$ cat config.mk
export PLATFORM = sky130hd
export DESIGN_NAME = fifo_sync_prog
export DESIGN_NICKNAME = d
export VERILOG_FILES = /design/src/rtl/fifo_sync_prog.sv
export SDC_FILE = /design/constraint.sdc
export NUM_CORES = 1
export LEC_CHECK = 0
export CELL_PAD_IN_SITES_DETAIL_PLACEMENT = 1
export CELL_PAD_IN_SITES_GLOBAL_PLACEMENT = 1
export CORE_ASPECT_RATIO = 0.7
export CORE_MARGIN = 5
export CORE_UTILIZATION = 46
export CTS_BUF_LIST = sky130_fd_sc_hd__clkbuf_4 sky130_fd_sc_hd__clkbuf_8 sky130_fd_sc_hd__clkbuf_16
export CTS_CLUSTER_DIAMETER = 40
export DETAILED_ROUTE_END_ITERATION = 6
export HOLD_SLACK_MARGIN = 0.06
export PLACE_DENSITY_LB_ADDON = 0.1
export SLEW_MARGIN = 10
export SYNTH_ARGS = -nofsm -noshare
export SYNTH_HDL_FRONTEND = slang
export SYNTH_SLANG_ARGS = --single-unit
$ cat constraint.sdc
create_clock -name wr_clk -period 2.42 [get_ports wr_clk]
set_clock_uncertainty 0.1 [all_clocks]
set_input_delay 0.484 -clock wr_clk [delete_from_list [all_inputs] [get_ports wr_clk]]
set_output_delay 0.484 -clock wr_clk [all_outputs]
set_load 0.005 [all_outputs]
$ cat src/rtl/fifo_sync_prog.sv
// Single-clock FIFO with programmable almost-full/almost-empty thresholds,
// a live fill count, sticky overflow/underflow flags and selectable FWFT read.

module fifo_sync_prog_chk #(
    parameter int AW = 4
) (
    input logic          clk,
    input logic          reset,
    input logic [AW:0]   wr_ptr,
    input logic [AW:0]   rd_ptr,
    input logic [AW:0]   count
);
    // Pointer distance (modulo 2*DEPTH) must always equal the occupancy count
    a_ptr_count: assert property (@(posedge clk) disable iff (reset)
        (wr_ptr - rd_ptr) == count)
        else $error("fifo_sync_prog: pointer difference disagrees with count");
endmodule

module fifo_sync_prog #(
    parameter int DATA_WIDTH = 8,
    parameter int DEPTH      = 16,
    parameter int AF_THRESH  = 14,
    parameter int AE_THRESH  = 2,
    parameter int FWFT       = 1
) (
    input  logic                     wr_clk,
    input  logic                     reset,
    input  logic                     wr_en,
    input  logic [DATA_WIDTH-1:0]    din,
    output logic                     full,
    output logic                     almost_full,
    input  logic                     rd_en,
    output logic [DATA_WIDTH-1:0]    dout,
    output logic                     empty,
    output logic                     almost_empty,
    output logic [$clog2(DEPTH):0]   count,
    output logic                     overflow,
    output logic                     underflow,
    input  logic                     clr_err
);
    localparam int AW = $clog2(DEPTH);
    localparam logic [AW:0] DEPTH_C = (AW+1)'(DEPTH);
    localparam logic [AW:0] AF_C    = (AW+1)'(AF_THRESH);
    localparam logic [AW:0] AE_C    = (AW+1)'(AE_THRESH);
    localparam logic [AW:0] ONE_C   = {{AW{1'b0}}, 1'b1};

    generate
        if (DEPTH < 2 || (DEPTH & (DEPTH - 1)) != 0) begin : g_bad_depth
            $error("fifo_sync_prog: DEPTH must be a power of two and >= 2");
        end
        if (AF_THRESH < 1 || AF_THRESH > DEPTH) begin : g_bad_af
            $error("fifo_sync_prog: AF_THRESH must be in 1..DEPTH");
        end
        if (AE_THRESH < 0 || AE_THRESH > DEPTH - 1) begin : g_bad_ae
            $error("fifo_sync_prog: AE_THRESH must be in 0..DEPTH-1");
        end
    endgenerate

    logic [DATA_WIDTH-1:0] mem_q [DEPTH];
    logic [AW:0]           wr_ptr_q, wr_ptr_d;
    logic [AW:0]           rd_ptr_q, rd_ptr_d;
    logic [AW:0]           count_q, count_d;
    logic                  overflow_q, overflow_d;
    logic                  underflow_q, underflow_d;
    logic                  wr_acc_s, rd_acc_s;

    // Flags come from the registered count only, never from wr_en/rd_en
    assign full         = (count_q == DEPTH_C);
    assign empty        = (count_q == {(AW+1){1'b0}});
    assign almost_full  = (count_q >= AF_C);
    assign almost_empty = (count_q <= AE_C);
    assign count        = count_q;
    assign overflow     = overflow_q;
    assign underflow    = underflow_q;

    assign wr_acc_s = wr_en && !full;
    assign rd_acc_s = rd_en && !empty;

    // Next-state for pointers, occupancy and sticky error flags
    always_comb begin
        wr_ptr_d    = wr_acc_s ? (wr_ptr_q + ONE_C) : wr_ptr_q;
        rd_ptr_d    = rd_acc_s ? (rd_ptr_q + ONE_C) : rd_ptr_q;
        count_d     = count_q;
        overflow_d  = overflow_q;
        underflow_d = underflow_q;
        case ({wr_acc_s, rd_acc_s})
            2'b10:   count_d = count_q + ONE_C;
            2'b01:   count_d = count_q - ONE_C;
            default: count_d = count_q;
        endcase
        // A same-cycle set beats clr_err
        if (wr_en && full) begin
            overflow_d = 1'b1;
        end else if (clr_err) begin
            overflow_d = 1'b0;
        end else begin
            overflow_d = overflow_q;
        end
        if (rd_en && empty) begin
            underflow_d = 1'b1;
        end else if (clr_err) begin
            underflow_d = 1'b0;
        end else begin
            underflow_d = underflow_q;
        end
    end

    // Control state registers with synchronous reset
    always_ff @(posedge wr_clk) begin
        if (reset) begin
            wr_ptr_q    <= {(AW+1){1'b0}};
            rd_ptr_q    <= {(AW+1){1'b0}};
            count_q     <= {(AW+1){1'b0}};
            overflow_q  <= 1'b0;
            underflow_q <= 1'b0;
        end else begin
            wr_ptr_q    <= wr_ptr_d;
            rd_ptr_q    <= rd_ptr_d;
            count_q     <= count_d;
            overflow_q  <= overflow_d;
            underflow_q <= underflow_d;
        end
    end

    // Storage array; not reset, and a write in a reset cycle is dropped
    always_ff @(posedge wr_clk) begin
        if (wr_acc_s && !reset) begin
            mem_q[wr_ptr_q[AW-1:0]] <= din;
        end
    end

    generate
        if (FWFT != 0) begin : g_fwft
            assign dout = empty ? {DATA_WIDTH{1'b0}} : mem_q[rd_ptr_q[AW-1:0]];
        end else begin : g_std
            logic [DATA_WIDTH-1:0] dout_q;
            // Registered read: load head on an accepted read, hold otherwise
            always_ff @(posedge wr_clk) begin
                if (reset) begin
                    dout_q <= {DATA_WIDTH{1'b0}};
                end else if (rd_acc_s) begin
                    dout_q <= mem_q[rd_ptr_q[AW-1:0]];
                end
            end
            assign dout = dout_q;
        end
    endgenerate

    fifo_sync_prog_chk #(.AW(AW)) u_chk (
        .clk    (wr_clk),
        .reset  (reset),
        .wr_ptr (wr_ptr_q),
        .rd_ptr (rd_ptr_q),
        .count  (count_q)
    );
endmodule

* Word level (Yosys, flattened, before mapping)
Memories as Yosys holds them, arrays and structs flattened. A register that Yosys moved wholly into a read port is not among the register bits.
Cells that the tools add are included.
** Operators by class
- Muxes and demuxes :: 9
- Reduce and logical (&&, ||, !) cells :: 12
- $add $sub $neg :: 4
- Order comparisons :: 2
- Eq/ne operators :: 3
** Operator list (count)
- 5-bit by 1-bit adder with 5-bit output (second input constant) :: 3
- 5-bit case mux with 2 select lines :: 1
- 4-bit 2-to-1 mux :: 2
- 8-bit 2-to-1 mux :: 1
- 2-bit nonzero test :: 3
- 5-bit equality test (second input constant) :: 1
- 5-bit by 4-bit >= comparator with 1-bit output (second input constant) :: 1
- 5-bit by 2-bit less-or-equal comparator with 1-bit output (second input constant) :: 1
- 1-bit logical AND :: 5
- 5-bit zero test :: 1
- 1-bit 2-to-1 mux :: 5
- 5-bit by 1-bit subtractor with 5-bit output (second input constant) :: 1
- 1-bit zero test :: 3
- 2-bit by 1-bit equality test with 1-bit output (second input constant) :: 1
- 2-bit equality test (second input constant) :: 1
** Storage, ports and cells
- Output and inout bits :: 19
- Memory bits (writable) :: 128
- Input bits :: 13
- Memories :: 1
- Logic and storage cells :: 36
- Register bits :: 17
** Memories
- mem_q :: depth 16, width 8, read ports 1, clocked after memory_dff 1, write ports 1, RTL line 59 : logic [DATA_WIDTH-1:0] mem_q [DEPTH];

* Logic depth before layout (Yosys ltp)
Gate-level depths: netlist of run 1.
- Depth after elaboration :: 6
- Mapped depth :: 12
- Gate-level depth less buffers :: 11

* Worst setup path after synthesis of run 1
No wires, ideal clock.
- Path kind :: reg2reg
- From :: register count_q[1], in the netlist count[1]
- To :: register count_q[4], in the netlist count[4]
- Arrival time :: 2434 ps
- Path slack :: -237 ps
- Cell stages (with the launch flop) :: 11
- Required time :: 2197 ps
- Cell sequence :: dfxtp_1 -> buf_6 -> nor4_4 -> a21oi_1 -> ha_1 -> xor2_1 -> ha_1 -> nor3_1 -> a31oi_1 -> a221oi_2 -> mux2_1
** Between the ends
- Cells in the longest elaborated chain, start to end :: 5
- Elaborated cells between the ends (all ways) :: 12
** RTL lines
- start: declaration :: RTL line 62 : logic [AW:0] count_q, count_d;
- start signal: assignment :: RTL line 113 : count_q <= {(AW+1){1'b0}};
- start signal: assignment :: RTL line 119 : count_q <= count_d;
- 5-bit equality test or 5-bit zero test (tied branches) :: RTL line 68, 69
- 1-bit zero test (on tied branches) :: RTL line 76, 77
- 1-bit logical AND (on tied branches) :: RTL line 76, 77
- 2-bit by 1-bit equality test with 1-bit output or 2-bit equality test (tied branches) :: RTL line 86 : case ({wr_acc_s, rd_acc_s})
- 5-bit case mux with 2 select lines or 2-bit nonzero test (tied branches)
Parallel ways exist; a longest one is shown, timed or not.
A chain may end at the register's enable or synchronous reset.

==> results of run 1 <==
-- cell usage in the layout, fill, tap and decap left out, types with 5 or more instances in the layout --
cell type / Yosys / final
buf_4: 3 / 48
edfxtp_1: 128 / 128
buf_6: 1 / 10
inv_1: 8 / 6
nor2b_4: 0 / 6
xor2_1: 6 / 5
ha_1: 7 / 5
buf_2: 2 / 8
nand2_1: 9 / 9
clkbuf_16: 0 / 18
mux4_2: 40 / 40
dfxtp_1: 19 / 16
nor2_1: 39 / 38
buf_12: 0 / 8
clkdlybuf4s50_1: 0 / 20
-- cells by family (layout without fill, tap and decap cells) --
kind of cell | Yosys count | count (layout)
flip-flops | 147 | 147
AND/OR/NAND/NOR | 73 | 73
multiplexers | 44 | 44
buffers and inverters | 24 | 138
AO/OA/AOI/OAI | 14 | 14
XOR/XNOR | 9 | 9
adder cells (fa/ha/maj) | 7 | 7
-- cell type report --
| class | count | area share (%) |
|---|---|---|
| Tap cell | 162 | 2.65 |
| Timing Repair Buffer | 98 | 12.1 |
| Inverter | 8 | 0.426 |
| Sequential cell | 147 | 55.4 |
| Clock inverter | 14 | 1.47 |
| Clock buffer | 18 | 5.67 |
| Multi-Input combinational cell | 147 | 22.3 |
-- what timing repair did --
| item | CTS | global route |
|---|---|---|
| setup endpoints to repair | 14 | 12 |
| hold endpoints to repair | 0 | 0 |
| gates resized for setup | 64 | 16 |
| pin swaps | 9 | 8 |
| cloned | 2 | 1 |
| buffers inserted | 19 | 4 |
-- critical path, cell delays in order (launching register included) --
cell     delay, ns
dfxtp_4       0.41
buf_12        0.14
buf_4         0.11
mux4_2        0.53
mux4_2        0.51
nor2b_4       0.14
buf_2         0.12
-- per-layer routing --
layer | GRT usage (%) | wire [um] | up-vias | share of wire [%]
met5 | 0 | 0 | - | 0
met2 | 27.8 | 6410 | 97 | 45
met1 | 29.2 | 7070 | 1749 | 49
met4 | 5.93 | 122 | 0 | 0.85
li1 | - | - | 1452 | -
met3 | 4.80 | 750 | 13 | 5.2
-- sequential cells by signal (all words and copies together) (netlist names), named ones only --
| name | cells |
|---|---|
| mem_q | 128 |
| count | 5 |
| underflow | 1 |
| wr_ptr_q | 4 |
| rd_ptr_q | 4 |
| overflow | 1 |
-- report_power, final --
| part | internal, W | leakage [nW] | total [W] | switching, W |
|---|---|---|---|---|
| Clock | 0.00141 | 0.258 | 0.00243 | 0.00102 |
| Sequential | 0.00286 | 1.31 | 0.00294 | 0.0000783 |
| Combinational | 0.00124 | 1.06 | 0.00220 | 0.000963 |
| Total | 0.00551 | 2.63 | 0.00757 | 0.00206 |
-- final timing paths --
path                         startpoint               endpoint  slack [ns]  cells after the start
setup / recovery               register                dout[2]       -0.55                      6
hold / removal    overflow$_SDFFE_PP0P_  overflow$_SDFFE_PP0P_        0.47                      2
setup reg to reg  count[3]$_SDFFE_PP0P_  count[4]$_SDFFE_PP0P_       -0.30                     11
hold reg to reg   overflow$_SDFFE_PP0P_  overflow$_SDFFE_PP0P_        0.47                      2
-- per-stage QoR --
stage	setup WS, ns	TNS [ns]	total power, W	instances	area (um2)
2_1_floorplan	-0.225	-0.440	0.00389	318	5930
3_3_place_gp	-0.420	-4.21	0.00469	539	6760
3_5_place_dp	-0.494	-4.54	0.00473	539	6760
4_1_cts	-0.587	-4.89	0.00749	592	7620
5_1_grt	-0.599	-5.41	0.00787	594	7640
6_report	-0.549	-4.78	0.00757	594	7640
==> impl_metrics.env, run 1 <==
export IMPL_status="complete, but fails checks"
export IMPL_violations="negative setup slack"
export IMPL_root_buffer="clkbuf_16"
export IMPL_grt_pass1_wl_um=21700
export IMPL_cts_hold_buf=0
export IMPL_num_vias=3311
export IMPL_synth_nets=338
export IMPL_max_cap_violations=0
export IMPL_synthAdderAreaFrac_pct=1.48
export IMPL_yosys_area_top_type="edfxtp_1"
export IMPL_synth_flop_cell="edfxtp_1"
export IMPL_ff_latch_area_mm2=0.00423
export IMPL_synthMuxAreaShare_pct=16.0
export IMPL_p_per_area_mw_per_mm2=990
export IMPL_grt_ovfl_total=0
export IMPL_ant_nets=0
export IMPL_fp_dieH_um=105
export IMPL_dieWidth_um=146
export IMPL_gp_congestion=0.786
export IMPL_dieArea_mm2=0.0153
export IMPL_core_rowCount=34
export IMPL_rsz0062_at_grt="yes"
export IMPL_cts_sinks=147
export IMPL_initial_core_util_pct=47.4
export IMPL_worstSkewPairLatency_ns=0.42
export IMPL_coreArea_mm2=0.0125
export IMPL_synth_compound_gate_area_share_pct=1.84
export IMPL_synth_top_family_by_area="multiplexers"
export IMPL_synthTopCellsByArea="edfxtp_1 (65%), mux4_2 (15%), dfxtp_1 (6.4%), nor2_1 (2.5%), ha_1 (1.5%)"
export IMPL_worstSetupPathType="register to primary output"
export IMPL_synth_edf_count=128
export IMPL_track_usage_pct=19.3
export IMPL_critPathLaunchType="register"
export IMPL_synthXorXnorAreaFrac_pct=1.33
export IMPL_ys_ff_latch=147
export IMPL_cp_max_fo=7
export IMPL_multiInputGateArea_mm2=0.00170
export IMPL_h_tree_depth=4
export IMPL_timing_fmax_mhz=337
export IMPL_clk_path_buf_depth=2
export IMPL_crit_path_end_kind="primary output"
export IMPL_clk_pin_slew_ns=0.06
export IMPL_wl_per_cell_um=24.2
export IMPL_syn_area_mm2=0.00592
export IMPL_syn_to_final_growth_pct=28.9
export IMPL_post_dp_hpwl_um=9140
export IMPL_drive_gt1_share_pct=40.7
export IMPL_hold_class="register to register"
export IMPL_fin_crit_sh_pct=123
export IMPL_syn_inst=318
export IMPL_ios=32
export IMPL_drc_errors=0
export IMPL_synth_most_common_cell="edfxtp_1"
export IMPL_arrival_ns=2.39
export IMPL_p_leak_nw=2.63
export IMPL_viasPerCell=5.57
export IMPL_async_flop_share_pct=0
export IMPL_final_max_slew_violation_count=0
export IMPL_finalWorstSetupSlack_ns=-0.549
export IMPL_holdWs_ns=0.472
export IMPL_yosys_warnings=0
export IMPL_fin_nets=439
export IMPL_n_fill_cell=1115
export IMPL_peakVddDrop_mv=0.773
export IMPL_utilization_pct=61.1
export IMPL_cts_tree="yes"
export IMPL_grt_pass1_vias=3477
export IMPL_drt_pass1_iter_count=6
export IMPL_fin_crit_ns=2.97
export IMPL_wirelength_um=14400
export IMPL_syn_area_per_cell_um2=18.6
export IMPL_synth_top_cell_area_share_pct=64.9
export IMPL_slew_headroom_pct=57.8
export IMPL_grt_max_degree=33
export IMPL_hold_viol=0
export IMPL_synth_simple_area_share_pct=6.17
export IMPL_setup_viol=11
export IMPL_antenna_cells=0
export IMPL_yosys_cell_types_count=40
export IMPL_seq_area_frac_synth_pct=71.3
export IMPL_tightest_slew_ns=0.630
export IMPL_cts_made_buffers=17
export IMPL_synth_common_cells="edfxtp_1 (128), mux4_2 (40), nor2_1 (39)"
export IMPL_antenna_found_initial=0
export IMPL_required_ns=1.84
export IMPL_io_buffers=31
export IMPL_first_iter_violations=239
(Power assumes the default switching activity.)
==> inputs of run 2 (changes only) <==
--- a/config.mk
+++ b/config.mk
@@ -9,7 +9,7 @@
 export CELL_PAD_IN_SITES_GLOBAL_PLACEMENT = 1
 export CORE_ASPECT_RATIO = 0.7
 export CORE_MARGIN = 5
-export CORE_UTILIZATION = 46
+export CORE_UTILIZATION = 35
 export CTS_BUF_LIST = sky130_fd_sc_hd__clkbuf_4 sky130_fd_sc_hd__clkbuf_8 sky130_fd_sc_hd__clkbuf_16
 export CTS_CLUSTER_DIAMETER = 40
 export DETAILED_ROUTE_END_ITERATION = 6
==> run 2 against run 1 <==
Effect of this change:
- the flow still finishes with violations (negative setup slack)
- via count down 1.4%
- register-to-register slack better by 0.16 ns
- worst hold slack worse by 0.051 ns
- routed wire length up 0.99%
- critical path type unchanged
- highest routed layer unchanged
==> impl_metrics.env, run 2 (synthesis gave the netlist of run 1 again) <==
export IMPL_worstSkewPairLatency_ns=0.41
export IMPL_wirelength_um=14500
export IMPL_slowest_stage="mux4_2"
export IMPL_cp_max_fo=5
export IMPL_root_buffer="clkbuf_16"
export IMPL_gp_congestion=0.792
export IMPL_core_rowCount=39
export IMPL_cts_made_buffers=17
export IMPL_grt_pass1_vias=3488
export IMPL_r2r_slack_ns=-0.14
export IMPL_layout_common_cells="edfxtp_1 (128), buf_4 (57), mux4_2 (40)"
export IMPL_timing_fmax_mhz=334
export IMPL_p_leak_nw=2.72
export IMPL_fp_dieH_um=119
export IMPL_slowest_delay_ns=0.52
export IMPL_final_max_slew_violation_count=0
export IMPL_drc_errors=0
export IMPL_fin_nets=449
export IMPL_rsz0062_at_grt="yes"
export IMPL_h_tree_depth=4
export IMPL_crit_path_end_kind="primary output"
export IMPL_first_iter_violations=239
export IMPL_max_cap_violations=0
export IMPL_status="complete, but fails checks"
export IMPL_ant_nets=0
export IMPL_io_buffers=31
export IMPL_cts_tree="yes"
export IMPL_required_ns=1.84
export IMPL_tns_ns=-4.54
export IMPL_hold_class="register to register"
export IMPL_p_per_area_mw_per_mm2=990
export IMPL_p_switching_w=0.00202
export IMPL_drt_pass1_iter_count=4
export IMPL_clockPowerShare_pct=33.8
export IMPL_violations="negative setup slack"
export IMPL_syn_to_final_growth_pct=32.4
export IMPL_post_dp_hpwl_um=9740
export IMPL_arrival_ns=2.41
export IMPL_fin_crit_ns=3.00
export IMPL_num_vias=3264
export IMPL_drive_gt1_share_pct=42.1
export IMPL_switching_share_pct=26.1
export IMPL_largest_reg_flops=128
export IMPL_grt_pass1_wl_um=22300
export IMPL_setup_viol=10
export IMPL_initial_core_util_pct=36.0
export IMPL_fin_crit_sh_pct=124
export IMPL_coreArea_mm2=0.0164
export IMPL_clk_path_buf_depth=2
export IMPL_layout_commonest_cell="edfxtp_1"
export IMPL_power_frac_comb_pct=28.4
export IMPL_clk_pin_slew_ns=0.06
export IMPL_dieArea_mm2=0.0197
export IMPL_ios=32
export IMPL_antenna_found_initial=0
export IMPL_hold_viol=0
export IMPL_tightest_slew_ns=0.630
export IMPL_critPathLaunchType="register"
export IMPL_antenna_cells=0
export IMPL_worstSetupPathType="register to primary output"
export IMPL_grt_ovfl_total=0
export IMPL_utilization_pct=47.7
export IMPL_cp_num_buf_inv=4
export IMPL_track_usage_pct=15.8
export IMPL_cpLargestDelayFamily="multiplexers"
export IMPL_slew_headroom_pct=57.9
export IMPL_viasPerCell=4.89
export IMPL_grt_max_degree=29
export IMPL_cts_sinks=147
export IMPL_finalWorstSetupSlack_ns=-0.575
export IMPL_p_int_w=0.00574
export IMPL_dieWidth_um=166
export IMPL_wl_per_cell_um=21.7
export IMPL_holdWs_ns=0.421
export IMPL_peakVddDrop_mv=0.556
export IMPL_path_cells="buf_12 > buf_12 > buf_6 > mux4_2 > mux4_2 > nor2b_4 > buf_2"
export IMPL_p_seq_share_pct=37.8
==> run 2: power groups by stage <==
stage / registers (W) / logic [W] / clock network, W
after global placement: 0.00297 / 0.00176 / 0
after detailed placement: 0.00298 / 0.00177 / 0
final: 0.00293 / 0.00221 / 0.00263
after floorplan: 0.00296 / 0.000923 / 0
after CTS: 0.00293 / 0.00217 / 0.00270
after global routing: 0.00295 / 0.00238 / 0.00281
==> run 2: worst reg2reg max path: stages (launching register included) <==
cell	delay (ns)
dfxtp_1	0.38
nor4_4	0.06
buf_4	0.15
buf_6	0.12
a21oi_2	0.23
ha_4	0.19
or3b_4	0.40
nor2_4	0.10
a21oi_1	0.05
o32a_2	0.37
mux2_4	0.30
==> run 2: through the flow <==
| stage | area, um2 | std cells | setup slack [ns] | total power [W] |
|---|---|---|---|---|
| 2_1_floorplan | 5930 | 318 | -0.225 | 0.00389 |
| 3_3_place_gp | 6910 | 612 | -0.417 | 0.00473 |
| 3_5_place_dp | 6910 | 612 | -0.483 | 0.00475 |
| 4_1_cts | 7810 | 666 | -0.688 | 0.00780 |
| 5_1_grt | 7850 | 667 | -0.655 | 0.00814 |
| 6_report | 7850 | 667 | -0.575 | 0.00777 |
==> run 2: area by class of cell <==
| class | count | area, um2 |
|---|---|---|
| inverter | 8 | 30.0 |
| multi-input combinational | 147 | 1700 |
| clock buffer | 17 | 425 |
| tap | 225 | 282 |
| timing repair buffer | 108 | 1010 |
| fill | 1574 | 8600 |
| sequential | 147 | 4230 |
| clock inverter | 15 | 164 |
==> run 2: worst paths after layout <==
kind / end / startpoint / depth (start not counted)
worst max-delay path: dout[1] / register / 7
worst min-delay path: overflow$_SDFFE_PP0P_ / overflow$_SDFFE_PP0P_ / 2
worst max register to register: count[3]$_SDFFE_PP0P_ / count[2]$_SDFFE_PP0P_ / 10
worst min register to register: overflow$_SDFFE_PP0P_ / overflow$_SDFFE_PP0P_ / 2
==> run 2: repair_timing <==
action | in CTS | in global routing
setup endpoints to repair | 13 | 12
setup buffers | 20 | 4
pin swaps | 5 | 9
gates resized for setup | 55 | 25
hold buffers | 0 | 0
gates cloned | 3 | 0
==> run 2: per-layer routing <==
metal,global-route usage (%),share of wire [%],vias to the layer above
met5,0,0,-
met2,23.1,45,50
met4,4.12,0.72,0
met1,23.7,51,1726
li1,-,-,1479
met3,3.80,3.0,9
==> inputs of run 3 (changes only) <==
--- a/config.mk
+++ b/config.mk
@@ -7,7 +7,7 @@
 export LEC_CHECK = 0
 export CELL_PAD_IN_SITES_DETAIL_PLACEMENT = 1
 export CELL_PAD_IN_SITES_GLOBAL_PLACEMENT = 1
-export CORE_ASPECT_RATIO = 0.7
+export CORE_ASPECT_RATIO = 1.5
 export CORE_MARGIN = 5
 export CORE_UTILIZATION = 35
 export CTS_BUF_LIST = sky130_fd_sc_hd__clkbuf_4 sky130_fd_sc_hd__clkbuf_8 sky130_fd_sc_hd__clkbuf_16
==> run 3 against run 2 <==
Effect of this change:
- the flow still finishes with violations (negative setup slack)
- final cell count fell by 3.9%
- critical path depth rose by 1
- register-to-register slack barely moved
- first-iteration DRC count fell by 30%
- non-clock buffer count fell by 11
- die area barely moved
- total power rose by 0.80%
- clock-buffer cell count rose by 1
- final area fell by 0.38%
- sequential power barely moved
- highest routed layer unchanged
- combinational power barely moved
- clock power barely moved
==> impl_metrics.env, run 3 (synthesis gave the netlist of run 1 again) <==
export IMPL_antenna_found_initial=0
export IMPL_cp_num_buf_inv=5
export IMPL_cts_made_buffers=17
export IMPL_timing_fmax_mhz=329
export IMPL_grt_ovfl_total=0
export IMPL_grt_pass1_vias=3594
export IMPL_coreArea_mm2=0.0167
export IMPL_clk_path_buf_depth=2
export IMPL_holdWs_ns=0.436
export IMPL_fp_dieH_um=169
export IMPL_tightest_slew_ns=0.661
export IMPL_hold_class="register to register"
export IMPL_crit_path_end_kind="primary output"
export IMPL_final_area_mm2=0.00782
export IMPL_cts_tree="yes"
export IMPL_layout_commonest_cell="edfxtp_1"
export IMPL_cts_sinks=147
export IMPL_peakVddDrop_mv=0.539
export IMPL_status="complete, but fails checks"
export IMPL_io_buffers=31
export IMPL_max_cap_violations=0
export IMPL_h_tree_depth=4
export IMPL_multiInputGateArea_mm2=0.00170
export IMPL_drc_errors=0
export IMPL_worstSetupPathType="register to primary output"
export IMPL_wl_per_cell_um=22.5
export IMPL_critPathLaunchType="register"
export IMPL_core_rowCount=58
export IMPL_fin_crit_sh_pct=125
export IMPL_drt_pass1_iter_count=4
export IMPL_p_leak_nw=2.67
export IMPL_n_fill_cell=1581
export IMPL_hold_viol=0
export IMPL_syn_to_final_growth_pct=31.9
export IMPL_required_ns=1.84
export IMPL_slowest_stage="mux4_2"
export IMPL_dieArea_mm2=0.0197
export IMPL_track_usage_pct=15.7
export IMPL_layout_common_cells="edfxtp_1 (128), buf_4 (47), mux4_2 (40)"
export IMPL_initial_core_util_pct=35.5
export IMPL_grt_pass1_wl_um=21900
export IMPL_ant_nets=0
export IMPL_largest_reg_flops=128
export IMPL_ios=32
export IMPL_p_per_area_mw_per_mm2=1000
export IMPL_viasPerCell=5.02
export IMPL_fin_cells=641
export IMPL_drive_gt1_share_pct=41.5
export IMPL_worstSkewPairLatency_ns=0.42
export IMPL_ff_latch_area_mm2=0.00423
export IMPL_post_dp_hpwl_um=9610
export IMPL_fin_crit_ns=3.04
export IMPL_cpLargestDelayFamily="multiplexers"
export IMPL_violations="negative setup slack"
export IMPL_cp_max_fo=5
export IMPL_slew_headroom_pct=55.8
export IMPL_finalWorstSetupSlack_ns=-0.616
export IMPL_arrival_ns=2.45
export IMPL_dpl_instance_area_mm2=0.00681
export IMPL_path_cells="buf_12 > buf_12 > buf_16 > buf_6 > mux4_2 > mux4_2 > nor2b_4 > buf_6"
export IMPL_rsz0062_at_grt="yes"
export IMPL_clk_pin_slew_ns=0.06
export IMPL_dieWidth_um=116
export IMPL_fin_nets=438
export IMPL_setup_viol=10
export IMPL_antenna_cells=0
export IMPL_grt_max_degree=33
export IMPL_final_max_slew_violation_count=0
export IMPL_num_vias=3219
export IMPL_first_iter_violations=167
export IMPL_slowest_delay_ns=0.49
export IMPL_root_buffer="clkbuf_16"
export IMPL_power_total_w=0.00783
export IMPL_wirelength_um=14400
export IMPL_gp_congestion=0.791
export IMPL_placedCellCount=584
export IMPL_cts_hold_buf=0
==> run 3: power breakdown <==
part	leakage [nW]	total, W	internal (W)	switching [W]
sequential	1.31	0.00294	0.00286	0.0000739
clock	0.277	0.00266	0.00164	0.00102
combinational	1.08	0.00224	0.00130	0.000932
total	2.67	0.00783	0.00580	0.00203
==> run 3: metrics by stage <==
step / setup TNS, ns / util [%] / worst slack [ns]
3_3_place_gp: -3.90 / 40.8 / -0.411
5_1_grt: -5.55 / 46.8 / -0.704
3_5_place_dp: -4.19 / 40.8 / -0.540
4_1_cts: -5.00 / 46.4 / -0.657
2_1_floorplan: -0.440 / - / -0.225
6_report: -4.67 / 46.8 / -0.616
==> run 3: cell type report <==
| class | instances | share of cell area (%) |
|---|---|---|
| sequential | 147 | 54.2 |
| clock buffer | 18 | 5.62 |
| clock inverter | 14 | 2.08 |
| inverter | 8 | 0.384 |
| multi-input combinational | 147 | 21.7 |
| timing repair buffer | 97 | 12.6 |
| tap | 210 | 3.36 |
==> run 3: worst paths after layout <==
path	from	endpoint	slack (ns)	depth (start not counted)
worst min register to register	overflow$_SDFFE_PP0P_	overflow$_SDFFE_PP0P_	0.44	2
worst max-delay path	register	dout[1]	-0.62	8
worst min-delay path	overflow$_SDFFE_PP0P_	overflow$_SDFFE_PP0P_	0.44	2
worst max register to register	count[3]$_SDFFE_PP0P_	count[4]$_SDFFE_PP0P_	-0.13	12
==> run 3: layer usage <==
metal | vias to the layer above | track usage (%) | wire length [um]
li1 | 1444 | - | -
met1 | 1699 | 18.4 | 5700
met2 | 62 | 27.6 | 8030
met3 | 14 | 4.71 | 467
met4 | 0 | 4.49 | 207
met5 | - | 0 | 0
==> run 3: tightest hold or removal path, delay by kind of cell, from the launching register on <==
family | cells | cell delay (ns)
AOI/OAI and AO/OA | 1 | 0.08
and+or+nand+nor | 1 | 0.09
DFF | 1 | 0.33
==> run 3: repair_timing <==
item	CTS	global route
setup endpoints to repair	13	12
gates resized for setup	63	19
buffers inserted	22	1
cloned	3	0
pin swaps	7	8
